**config.mk**
```make
export PLATFORM = sky130hd
export DESIGN_NAME = clb_config_loader
export DESIGN_NICKNAME = d
export VERILOG_FILES = /design/src/rtl/clb_config_loader.sv
export SDC_FILE = /design/constraint.sdc
export NUM_CORES = 1
export LEC_CHECK = 0
export ABC_AREA = 1
export CAP_MARGIN = 5
export CORE_MARGIN = 8
export CORE_UTILIZATION = 55
export DETAILED_ROUTE_END_ITERATION = 6
export MAX_ROUTING_LAYER = met4
export PLACE_DENSITY = 0.78
export SYNTH_ARGS = -nofsm -noshare
export SYNTH_HDL_FRONTEND = slang
export SYNTH_SLANG_ARGS = --single-unit
```
**constraint.sdc**
```tcl
create_clock -name WCLOCK -period 2.7 [get_ports WCLOCK]
set_clock_uncertainty 0.1 [all_clocks]
set_input_delay 0.54 -clock WCLOCK [delete_from_list [all_inputs] [get_ports WCLOCK]]
set_output_delay 0.54 -clock WCLOCK [all_outputs]
set_load 0.02 [all_outputs]
```
**src/rtl/clb_config_loader.sv**
```systemverilog
// clb_config_loader: loads one parallel frame per CLB into per-CLB serial-in/parallel-out config registers
// Ports:
//   WCLOCK, RES         clock, asynchronous active-high reset
//   START, ABORT        begin a pass (IDLE only) / terminate a pass (ignored in IDLE)
//   FRM_DATA/VALID/READY frame handshake; READY is high exactly in WAIT_FRM
//   SIPO_DAT, SIPO_EN   shared serial data (LSB first) and one-hot per-CLB shift enable
//   SIPO_RES            synchronous clear to every CLB register
//   CLB_IDX, BUSY       CLB currently loaded, pass in progress
//   CFG_DONE, ERR       one-cycle completion pulse, sticky timeout flag
module clb_config_loader #(
    parameter int FRAME_W = 18,
    parameter int NUM_CLB = 4,
    parameter int IDX_W   = 2,
    parameter int TIMEOUT = 255
) (
    input  logic               WCLOCK,
    input  logic               RES,
    input  logic               START,
    input  logic               ABORT,
    input  logic [FRAME_W-1:0] FRM_DATA,
    input  logic               FRM_VALID,
    output logic               FRM_READY,
    output logic               SIPO_DAT,
    output logic [NUM_CLB-1:0] SIPO_EN,
    output logic               SIPO_RES,
    output logic [IDX_W-1:0]   CLB_IDX,
    output logic               BUSY,
    output logic               CFG_DONE,
    output logic               ERR
);
    localparam int WC_W = $clog2(TIMEOUT + 1);
    localparam int BC_W = $clog2(FRAME_W + 1);

    typedef enum logic [2:0] {IDLE, CLEAR, WAIT_FRM, SHIFT, DONE} state_t;

    state_t             state_q;
    logic [FRAME_W-1:0] frame_q;
    logic [BC_W-1:0]    bcnt_q;
    logic [WC_W-1:0]    wcnt_q;

    assign FRM_READY = (state_q == WAIT_FRM);

    // frame_q holds the bits not yet presented; SIPO_DAT is loaded one cycle
    // ahead so the registered output shows bit k during the k-th SHIFT cycle
    always_ff @(posedge WCLOCK or posedge RES) begin
        if (RES) begin
            state_q  <= IDLE;
            frame_q  <= '0;
            bcnt_q   <= '0;
            wcnt_q   <= '0;
            SIPO_EN  <= '0;
            SIPO_DAT <= 1'b0;
            SIPO_RES <= 1'b1;
            CLB_IDX  <= '0;
            BUSY     <= 1'b0;
            CFG_DONE <= 1'b0;
            ERR      <= 1'b0;
        end else begin
            SIPO_RES <= 1'b0;
            CFG_DONE <= 1'b0;
            if (state_q != IDLE && ABORT) begin
                state_q  <= IDLE;
                SIPO_EN  <= '0;
                SIPO_DAT <= 1'b0;
                CLB_IDX  <= '0;
                BUSY     <= 1'b0;
            end else begin
                case (state_q)
                    IDLE: if (START) begin
                        state_q  <= CLEAR;
                        ERR      <= 1'b0;
                        BUSY     <= 1'b1;
                        SIPO_RES <= 1'b1;
                    end
                    CLEAR: begin
                        state_q <= WAIT_FRM;
                        CLB_IDX <= '0;
                        wcnt_q  <= '0;
                    end
                    WAIT_FRM: if (FRM_VALID) begin
                        state_q  <= SHIFT;
                        frame_q  <= FRM_DATA >> 1;
                        SIPO_DAT <= FRM_DATA[0];
                        SIPO_EN  <= NUM_CLB'(1) << CLB_IDX;
                        bcnt_q   <= '0;
                    end else if (wcnt_q == WC_W'(TIMEOUT - 1)) begin
                        state_q <= IDLE;
                        ERR     <= 1'b1;
                        BUSY    <= 1'b0;
                        CLB_IDX <= '0;
                    end else begin
                        wcnt_q <= wcnt_q + WC_W'(1);
                    end
                    SHIFT: if (bcnt_q == BC_W'(FRAME_W - 1)) begin
                        SIPO_EN  <= '0;
                        SIPO_DAT <= 1'b0;
                        if (CLB_IDX == IDX_W'(NUM_CLB - 1)) begin
                            state_q  <= DONE;
                            CFG_DONE <= 1'b1;
                        end else begin
                            state_q <= WAIT_FRM;
                            CLB_IDX <= CLB_IDX + IDX_W'(1);
                            wcnt_q  <= '0;
                        end
                    end else begin
                        bcnt_q   <= bcnt_q + BC_W'(1);
                        SIPO_DAT <= frame_q[0];
                        frame_q  <= frame_q >> 1;
                    end
                    DONE: begin
                        state_q <= IDLE;
                        BUSY    <= 1'b0;
                        CLB_IDX <= '0;
                    end
                    default: state_q <= IDLE;
                endcase
            end
        end
    end
endmodule

```
* Yosys cells after proc, flatten, opt, wreduce, memory -nomap -nowiden *
Index checks and enable logic that the tools add are counted.
W data, S select, Z words.

storage, ports and cells
  register bits = 45
  bits in latches = 0
  memory bits (writable) = 0
  bits in read-only memories = 0
  logic and storage cells = 104
  memories kept = 0

operators by class
  add/sub/neg operators = 3
  $mul = 0
  div/mod/pow operators = 0
  order comparisons = 0
  equal/unequal tests = 22
  shift-type cells = 1
  multiplexer cells = 48
  bitwise operators = 1
  reductions and logical operators = 18

operators by type and width
  operator               count
  $mux W18               2
  $pmux W18 S2           1
  $mux W8                4
  $pmux W8 S3            1
  $mux W3                6
  $mux W1                17
  $ne A2 B2 Y1 const B   7
  $mux W4                3
  $pmux W3 S4            1
  $mux W2                5
  $mux W5                2
  $pmux W5 S2            1
  $reduce_and A5 Y1      2
  $ne A3 B3 Y1 const B   3
  $reduce_bool A3 Y1     3
  $add A8 B1 Y8 const B  1
  $eq A8 B8 Y1 const B   1
  $pmux W4 S2            1
  $reduce_and A4 Y1      2
  $reduce_bool A4 Y1     2
  $eq A3 B2 Y1 const B   2
  $ne A3 B2 Y1 const B   2
  $pmux W2 S3            1
  $reduce_and A3 Y1      2
  other kinds (19)       21

* Logic depth before layout (Yosys ltp) *
  word-level depth = 5
  gate-level depth with buffers = 11

* Worst setup path after synthesis *
OpenSTA, ideal clock, no wires.

  path kind = reg-to-reg
  start = register state_q[2]
  end = register wcnt_q[5]
  library setup time = 0.126 ns
  arrival time = 1.418 ns
  required time = 2.474 ns
  path slack = 1.056 ns
  stages on the path, launching flop included = 9
  path buffers = 0
  cell sequence = dfrtp_1 > inv_1 > nand2_1 > nor2_2 > nand2_1 > nand2_1 > nor2_1 > nand2_2 > o21ai_0

on the way
  elaborated cells between the ends (all ways) = 13
  classes of those cells = eq/ne: 7; mux: 1; bitwise: 1; reduce/logical: 4

RTL lines
  what                                                          line  source
  start: declaration                                            36    state_t state_q;
  start signal: assignment                                      47    state_q <= IDLE;
  start signal: assignment                                      62    state_q <= IDLE;
  start signal: assignment                                      70    state_q <= CLEAR;
  $eq A3 B2 Y1 (*)                                              n/a
  net FRM_READY                                                 22    output logic FRM_READY,
  $ne A2 B2 Y1 (no line) or $reduce_bool A3 Y1 (tied branches)  n/a
  $reduce_and A6 Y1 (no line)                                   n/a
  end signal: assignment                                        92    wcnt_q <= wcnt_q + WC_W'(1);
  end: declaration                                              39    logic [WC_W-1:0] wcnt_q;

The timed path passes the listed nets; every way through them passes the cells marked *.
A chain may end at the register's enable or synchronous reset.

* Worst setup path in the final report *
  start = register state_q[2]
  end = output FRM_READY

on the way
  cells in the longest elaborated chain, start to end = 1

RTL lines
  what              line  source
  $eq A3 B2 Y1      41    assign FRM_READY = (state_q == WAIT_FRM);
  end: declaration  22

Every way passes these cells.

==> impl_results.html <==
<table>
<tr><th>Metric</th><th>Value</th></tr>
<tr><th colspan="2">Detailed routing</th></tr>
<tr><td>Remaining antenna violation count</td><td>0</td></tr>
<tr><td>Average vias per placed instance</td><td>5.07</td></tr>
<tr><td>Highest routed layer</td><td>met4</td></tr>
<tr><td>Via count</td><td>2,038</td></tr>
<tr><td>M1 WL</td><td>2300 um</td></tr>
<tr><td>Routed length on met2</td><td>2140 um</td></tr>
<tr><td>Total wirelength of the detailed-routed design</td><td>4720 um</td></tr>
<tr><td>Initial DRC Count</td><td>163</td></tr>
<tr><td>Number of detailed-route iterations in the first pass</td><td>4</td></tr>
<tr><td>DRC errors left</td><td>0</td></tr>
<tr><td>Met3 routed WL</td><td>231 um</td></tr>
<tr><td>WL per Instance</td><td>11.7 um</td></tr>
<tr><th colspan="2">Setup path</th></tr>
<tr><td>Critical path startpoint category</td><td>flip-flop</td></tr>
<tr><td>Critical path data arrival time</td><td>1.88 ns</td></tr>
<tr><td>Largest stage delay, worst path</td><td>0.65 ns</td></tr>
<tr><td>Critical path cell sequence</td><td>inv_1 &gt; nand2_1 &gt; nor2_2 &gt; clkdlybuf4s50_1</td></tr>
<tr><td>Peak fanout along the critical path</td><td>6</td></tr>
<tr><td>Master of the slowest instance on the critical path</td><td>sky130_fd_sc_hd__clkdlybuf4s50_1</td></tr>
<tr><td>Kind of end point of the critical path</td><td>output pin</td></tr>
<tr><td>Class of the most critical setup path</td><td>reg -&gt; out</td></tr>
<tr><td>Required time at the worst-slack endpoint</td><td>2.06 ns</td></tr>
<tr><th colspan="2">Clock network</th></tr>
<tr><td>Clock transition at path regs</td><td>0.08 ns</td></tr>
<tr><td>Worst skew pair latency</td><td>0.29 ns</td></tr>
<tr><td>Post-cts hold buffer count</td><td>0</td></tr>
<tr><td>Maximum buffer depth of the clock tree</td><td>2</td></tr>
<tr><td>Number of buffers created by CTS</td><td>5</td></tr>
<tr><td>Clock net sink count</td><td>44</td></tr>
<tr><td>Resized cells post-CTS</td><td>0</td></tr>
<tr><td>Post-CTS setup buffers</td><td>0</td></tr>
<tr><td>Root Buffer</td><td>sky130_fd_sc_hd__clkbuf_8</td></tr>
<tr><td>TritonCTS clock tree</td><td>built</td></tr>
<tr><td>H-tree Lvls</td><td>2</td></tr>
<tr><th colspan="2">Synthesis</th></tr>
<tr><td>Mean Syn Cell Area</td><td>7.56 um2</td></tr>
<tr><td>Sequential-to-total area share from yosys stat</td><td>0.464</td></tr>
<tr><td>Mapped cell area</td><td>2370 um2</td></tr>
<tr><td>Count of different cell masters after synthesis</td><td>26</td></tr>
<tr><td>Cell count after synthesis</td><td>314</td></tr>
<tr><td>Number of nets produced by synthesis</td><td>345</td></tr>
<tr><td>Number of register bits inferred by synthesis</td><td>44</td></tr>
<tr><td>Total of warnings raised by yosys</td><td>0</td></tr>
<tr><th colspan="2">STA</th></tr>
<tr><td>Final hold violation count</td><td>0</td></tr>
<tr><td>Final-layout setup total negative slack</td><td>0 ns</td></tr>
<tr><td>Final Max Slew Viols</td><td>0</td></tr>
<tr><td>Remaining max-slew budget at the tightest pin</td><td>0.490</td></tr>
<tr><td>Crit share post-route</td><td>0.933</td></tr>
<tr><td>Number of setup violations in the final report</td><td>0</td></tr>
<tr><td>Fmax</td><td>397 MHz</td></tr>
<tr><td>Worst slack on hold paths</td><td>0.380 ns</td></tr>
<tr><td>Min cycle time layout</td><td>2.52 ns</td></tr>
<tr><td>Unrepaired setup endpoints after global routing</td><td>no</td></tr>
<tr><td>Slew at the pin closest to its max-slew limit</td><td>0.761 ns</td></tr>
<tr><th colspan="2">Finish</th></tr>
<tr><td>Filler cell count in the final layout</td><td>400</td></tr>
<tr><td>Antenna cell count</td><td>0</td></tr>
<tr><td>Relative area change from synthesis to final layout</td><td>20.3%</td></tr>
<tr><td>Nets</td><td>380</td></tr>
<tr><td>Fraction of layout cells with a size suffix above 1</td><td>0.0543</td></tr>
<tr><th colspan="2">Floorplan</th></tr>
<tr><td>Die Width</td><td>81.7 um</td></tr>
<tr><td>Height of the chip</td><td>81.7 um</td></tr>
<tr><td>Placement Rows</td><td>24</td></tr>
<tr><td>Number of I/O pins</td><td>35</td></tr>
<tr><td>Core Footprint</td><td>4260 um2</td></tr>
<tr><td>Die Footprint</td><td>6670 um2</td></tr>
<tr><td>Initial Utilization</td><td>0.557</td></tr>
<tr><th colspan="2">Place</th></tr>
<tr><td>Sum of net half-perimeters after detailed placement</td><td>3490 um</td></tr>
<tr><td>Total of buffers placed on input and output ports</td><td>34</td></tr>
<tr><td>Final weighted congestion in routability-driven placement</td><td>0.939</td></tr>
<tr><th colspan="2">Power</th></tr>
<tr><td>Highest ir drop seen on vdd</td><td>0.000475 V</td></tr>
<tr><td>Power density cells</td><td>894 nW/um2</td></tr>
<tr><td>Reported net switching power</td><td>1.07 mW</td></tr>
<tr><td>Part of the power in combinational logic</td><td>0.446</td></tr>
<tr><td>Share of total power in the clock network</td><td>0.167</td></tr>
<tr><td>Leakage power figure</td><td>1.38 nW</td></tr>
<tr><td>Pint</td><td>1.49 mW</td></tr>
<tr><td>Power share of the sequential group</td><td>0.387</td></tr>
<tr><td>Switching share of power</td><td>0.417</td></tr>
<tr><th colspan="2">Run</th></tr>
<tr><td>Max-Cap Viols</td><td>0</td></tr>
<tr><th colspan="2">Min path</th></tr>
<tr><td>Class of the tightest hold or removal check</td><td>reg -&gt; reg</td></tr>
<tr><th colspan="2">Status</th></tr>
<tr><td>Run status</td><td>finished clean</td></tr>
<tr><th colspan="2">GRT</th></tr>
<tr><td>Antenna violations before repair</td><td>0</td></tr>
<tr><td>Global-route usage over all layers</td><td>0.162</td></tr>
<tr><td>Global route overflow</td><td>0</td></tr>
<tr><td>Largest net degree at the start of global routing</td><td>44</td></tr>
<tr><td>Via count of the first global-routing pass</td><td>1,902</td></tr>
<tr><td>Global-route wire length before repair</td><td>8430 um</td></tr>
</table>
## layout make-up
class                           instances  area [um2]  share of cell area
Clock inverter                          2        10.0             0.00351
Inverter                               44         165              0.0578
Clock buffer                            6        82.6              0.0289
Tap cell                               52        65.1              0.0228
Sequential cell                        44        1100               0.386
Multi-Input combinational cell        218        1060               0.372
Timing Repair Buffer                   36         368               0.129
## cell usage after synthesis
library cell / count / area share
sky130_fd_sc_hd__ha_1: 8 / 0.042
sky130_fd_sc_hd__o21ai_0: 35 / 0.074
sky130_fd_sc_hd__o21ai_1: 17 / 0.036
sky130_fd_sc_hd__o21ai_2: 1 / 0.0037
sky130_fd_sc_hd__nor3b_1: 1 / 0.0032
sky130_fd_sc_hd__clkbuf_1: 3 / 0.0047
sky130_fd_sc_hd__nand3_1: 18 / 0.038
sky130_fd_sc_hd__nor3_1: 1 / 0.0021
sky130_fd_sc_hd__xnor2_1: 1 / 0.0037
sky130_fd_sc_hd__nand2_1: 91 / 0.14
sky130_fd_sc_hd__a31o_2: 1 / 0.0037
sky130_fd_sc_hd__buf_4: 3 / 0.0095
sky130_fd_sc_hd__nor2_1: 25 / 0.040
sky130_fd_sc_hd__xor2_1: 6 / 0.022
sky130_fd_sc_hd__nor2_4: 1 / 0.0047
sky130_fd_sc_hd__buf_2: 2 / 0.0042
sky130_fd_sc_hd__inv_2: 1 / 0.0016
sky130_fd_sc_hd__nand3_2: 1 / 0.0042
sky130_fd_sc_hd__dfstp_2: 1 / 0.011
sky130_fd_sc_hd__a21oi_2: 1 / 0.0037
sky130_fd_sc_hd__nand2_2: 1 / 0.0026
sky130_fd_sc_hd__a21oi_1: 6 / 0.013
sky130_fd_sc_hd__nand4_1: 2 / 0.0053
sky130_fd_sc_hd__nor2_2: 1 / 0.0026
sky130_fd_sc_hd__dfrtp_1: 43 / 0.45
sky130_fd_sc_hd__inv_1: 43 / 0.068
## layer usage
metal,up-vias,global-route usage
li1,1057,-
met1,936,0.217
met2,38,0.237
met3,7,0.0328
met4,0,0.0561
met5,-,-
## stage by stage
| step | worst slack (ns) | utilization | area [um2] | total power, mW | cells |
|---|---|---|---|---|---|
| after floorplan | 1.03 | - | 2370 | 1.83 | 314 |
| after global placement | 0.446 | 0.648 | 2760 | 2.11 | 394 |
| after detailed placement | 0.369 | 0.648 | 2760 | 2.14 | 394 |
| after CTS | 0.164 | 0.670 | 2860 | 2.58 | 402 |
| after global routing | 0.0632 | 0.670 | 2860 | 2.80 | 402 |
| final | 0.180 | 0.670 | 2860 | 2.55 | 402 |
## critical path, delay by kind of cell (launching register included)
family,cells,cell delay (ns)
buffers and inverters,2,0.80
DFF,1,0.44
and+or+nand+nor,2,0.34
## sequential cells by signal, summed over array words and instances (netlist names)
register,flops
ERR,1
wcnt_q,8
CLB_IDX,2
SIPO_EN,4
bcnt_q,5
state_q,3
frame_q,17
SIPO_RES,1
SIPO_DAT,1
CFG_DONE,1
BUSY,1
## cell usage in the layout, fill, tap and decap left out, drive strengths merged
master,count
dfstp,1
nor2,27
clkdlybuf4s50,34
a31o,1
nand3,19
nand4,2
dfrtp,43
nor3b,1
nand2,92
clkinv,3
buf,2
clkbuf,6
inv,43
xnor2,1
xor2,6
nor3,1
ha,8
o21ai,53
a21oi,7
## path summary, 6_finish.rpt
check                                 from           to  slack (ns)  cells after the start
worst max-delay path            state_q[2]    FRM_READY        0.18                      4
worst min register to register        BUSY         BUSY        0.38                      2
min in group asynchronous              RES  frame_q[11]        0.49                      2
worst max register to register  state_q[0]    bcnt_q[3]        0.62                      8
max in group asynchronous              RES   CLB_IDX[0]        1.49                      3
worst min-delay path                  BUSY         BUSY        0.38                      2
## power by group through the flow
stage | sequential (mW) | clock, mW | combinational [mW]
CTS | 0.990 | 0.445 | 1.15
finish | 0.989 | 0.426 | 1.14
floorplan | 1.04 | 0 | 0.795
global route | 1.01 | 0.468 | 1.32
global placement | 0.994 | 0 | 1.12
detailed placement | 1.00 | 0 | 1.14
## logic make-up (layout without fill, tap and decap cells)
family                     count (synthesis)  after routing  share of synthesized area
DFF                                       44             44                      0.464
xor gates and xnor gates                   7              7                     0.0258
adders and majority gates                  8              8                     0.0422
AOI/OAI and AO/OA                         61             61                      0.133
buffers and inverters                     52             88                     0.0880
and+or+nand+nor                          142            142                      0.246
Note: power is estimated with default switching activity, not from simulation.
==> variant: new RTL, same settings <==
`FRAME_W`: 18 -> 36.
--- a/src/rtl/clb_config_loader.sv
+++ b/src/rtl/clb_config_loader.sv
@@ -8,7 +8,7 @@
 //   CLB_IDX, BUSY       CLB currently loaded, pass in progress
 //   CFG_DONE, ERR       one-cycle completion pulse, sticky timeout flag
 module clb_config_loader #(
-    parameter int FRAME_W = 18,
+    parameter int FRAME_W = 36,
     parameter int NUM_CLB = 4,
     parameter int IDX_W   = 2,
     parameter int TIMEOUT = 255
Interface: changed (resized FRM_DATA); port bits go from 35 to 53. No check against the original RTL was run, so the function may have changed too.
==> variant against the original RTL <==
Setup slack worse by 0.025 ns. Area after synthesis rose by 42%. Count of clock-buffer cells in the layout is 5 higher. Total power grew 59%. Highest routed layer unchanged. Sequential share of layout area fell by 0.39 points. Wire length increased by 57%. Critical path type unchanged. Largest power group unchanged. Sequential cell count rose by 19. Design area grew 45%. Utilization grew 2.8 points. Critical endpoint unchanged.
==> variant: results (changes against the original RTL) <==
metric;value;unit;change
synth-adder-area-share;2.60;%;was 4.22%
run_status;completed;;unchanged
top_regs;frame_q x35, wcnt_q x8, bcnt_q x6;;was frame_q x17, wcnt_q x8, bcnt_q x5
via_count;3088;;was 2038
via_count_of_the_first_global_routing_pass;3023;;was 1902
wire_length_of_the_first_global_routing_pass;12700;um;was 8430 um
layout.clock.cell_area_share;4.76;%;was 3.24%
cts.sink_count;63;;was 44
area.share.sequential;38.2;%;was 38.6%
non_clock_inverter_count;23;;was 44
global_route.usage.met3;3.20;%;was 3.28%
finalWeightedCongestion;0.895;;was 0.939
met1_usage;19.8;%;was 21.7%
gr-usage-met2;31.1;%;was 23.7%
netlist-cell-type-count;28;;was 26
irDropWorstVdd;0.532;mV;was 0.475 mV
dpl_cells;595;;was 394
synth_xor_area_share;1.56;%;was 2.58%
gr-usage-all-layers;18.1;%;was 16.2%
n_multi_input_combinational_cell;378;;was 218
cp_max_fo;5;;was 6
net-switching-power;0.00168;W;was 0.00107 W
regToRegSetupSlack;0.66;ns;was 0.62 ns
critical_path_arrival;1.90;ns;was 1.88 ns
num-nets-final;579;;was 380
synth_top_cells_by_count;nand2_1, dfrtp_1, nor2_1;;was nand2_1, dfrtp_1, inv_1
placedInstanceArea;3930;sq um;was 2760 sq um
netlist_top_cells_area;dfrtp_1, nand2_1, nor2_1;;was dfrtp_1, nand2_1, o21ai_0
worstReg2RegStart;bcnt_q[0]$_DFFE_PP0P_;;was state_q[0]$_DFFE_PP0P_
multi_input_area_share;39.0;%;was 37.2%
detailed_place_hpwl;4960;um;was 3490 um
clkLatencyLatePin;0.34;ns;was 0.29 ns
drive_gt1_share;5.61;%;was 5.43%
worst_reg2reg_path_depth;7;;was 8
pg_seq;0.00153;W;was 0.000989 W
first_iter_violations;217;;was 163
grt_max_degree;45;;was 44
buffers;56;;was 36
rr_endpoint;frame_q[31]$_DFFE_PP0P_;;was bcnt_q[3]$_DFFE_PP0P_
cts_htree_levels;3;;was 2
proportion_of_power_drawn_by_the_clock_network;20.3;%;was 16.7%
hold_path.startpoint;frame_q[33]$_DFFE_PP0P_;;was BUSY$_DFFE_PP0P_
syn_area_per_cell;7.01;sq um;was 7.56 sq um
final.clkbuf_count;11;;was 6
[variant: changes by cell type in the layout (fill, tap and decap cells not counted), moves of 2 or more]
cell	delta
xor2_1	-2
nor2_1	+7
clkdlybuf4s50_1	+18
buf_4	+2
a21oi_1	-3
dfrtp_1	+19
o21ai_0	-24
inv_1	-24
o21ai_1	-16
clkbuf_8	+5
nand2_1	+195
inv_2	+4
[variant: metal layers]
metal  vias to the layer above  wire [um]
met5                         -          0
met3                        14        334
met1                      1430       3250
met4                         0        136
li1                       1566          -
met2                        78       3670
[variant: through the flow]
step	setup WS (ns)	util [%]	power, W
2_1_floorplan	0.492	-	0.00279
4_1_cts	0.131	69.7	0.00410
3_5_place_dp	0.436	66.4	0.00325
5_1_grt	0.0681	69.7	0.00440
6_report	0.156	69.7	0.00406
3_3_place_gp	0.499	66.4	0.00319
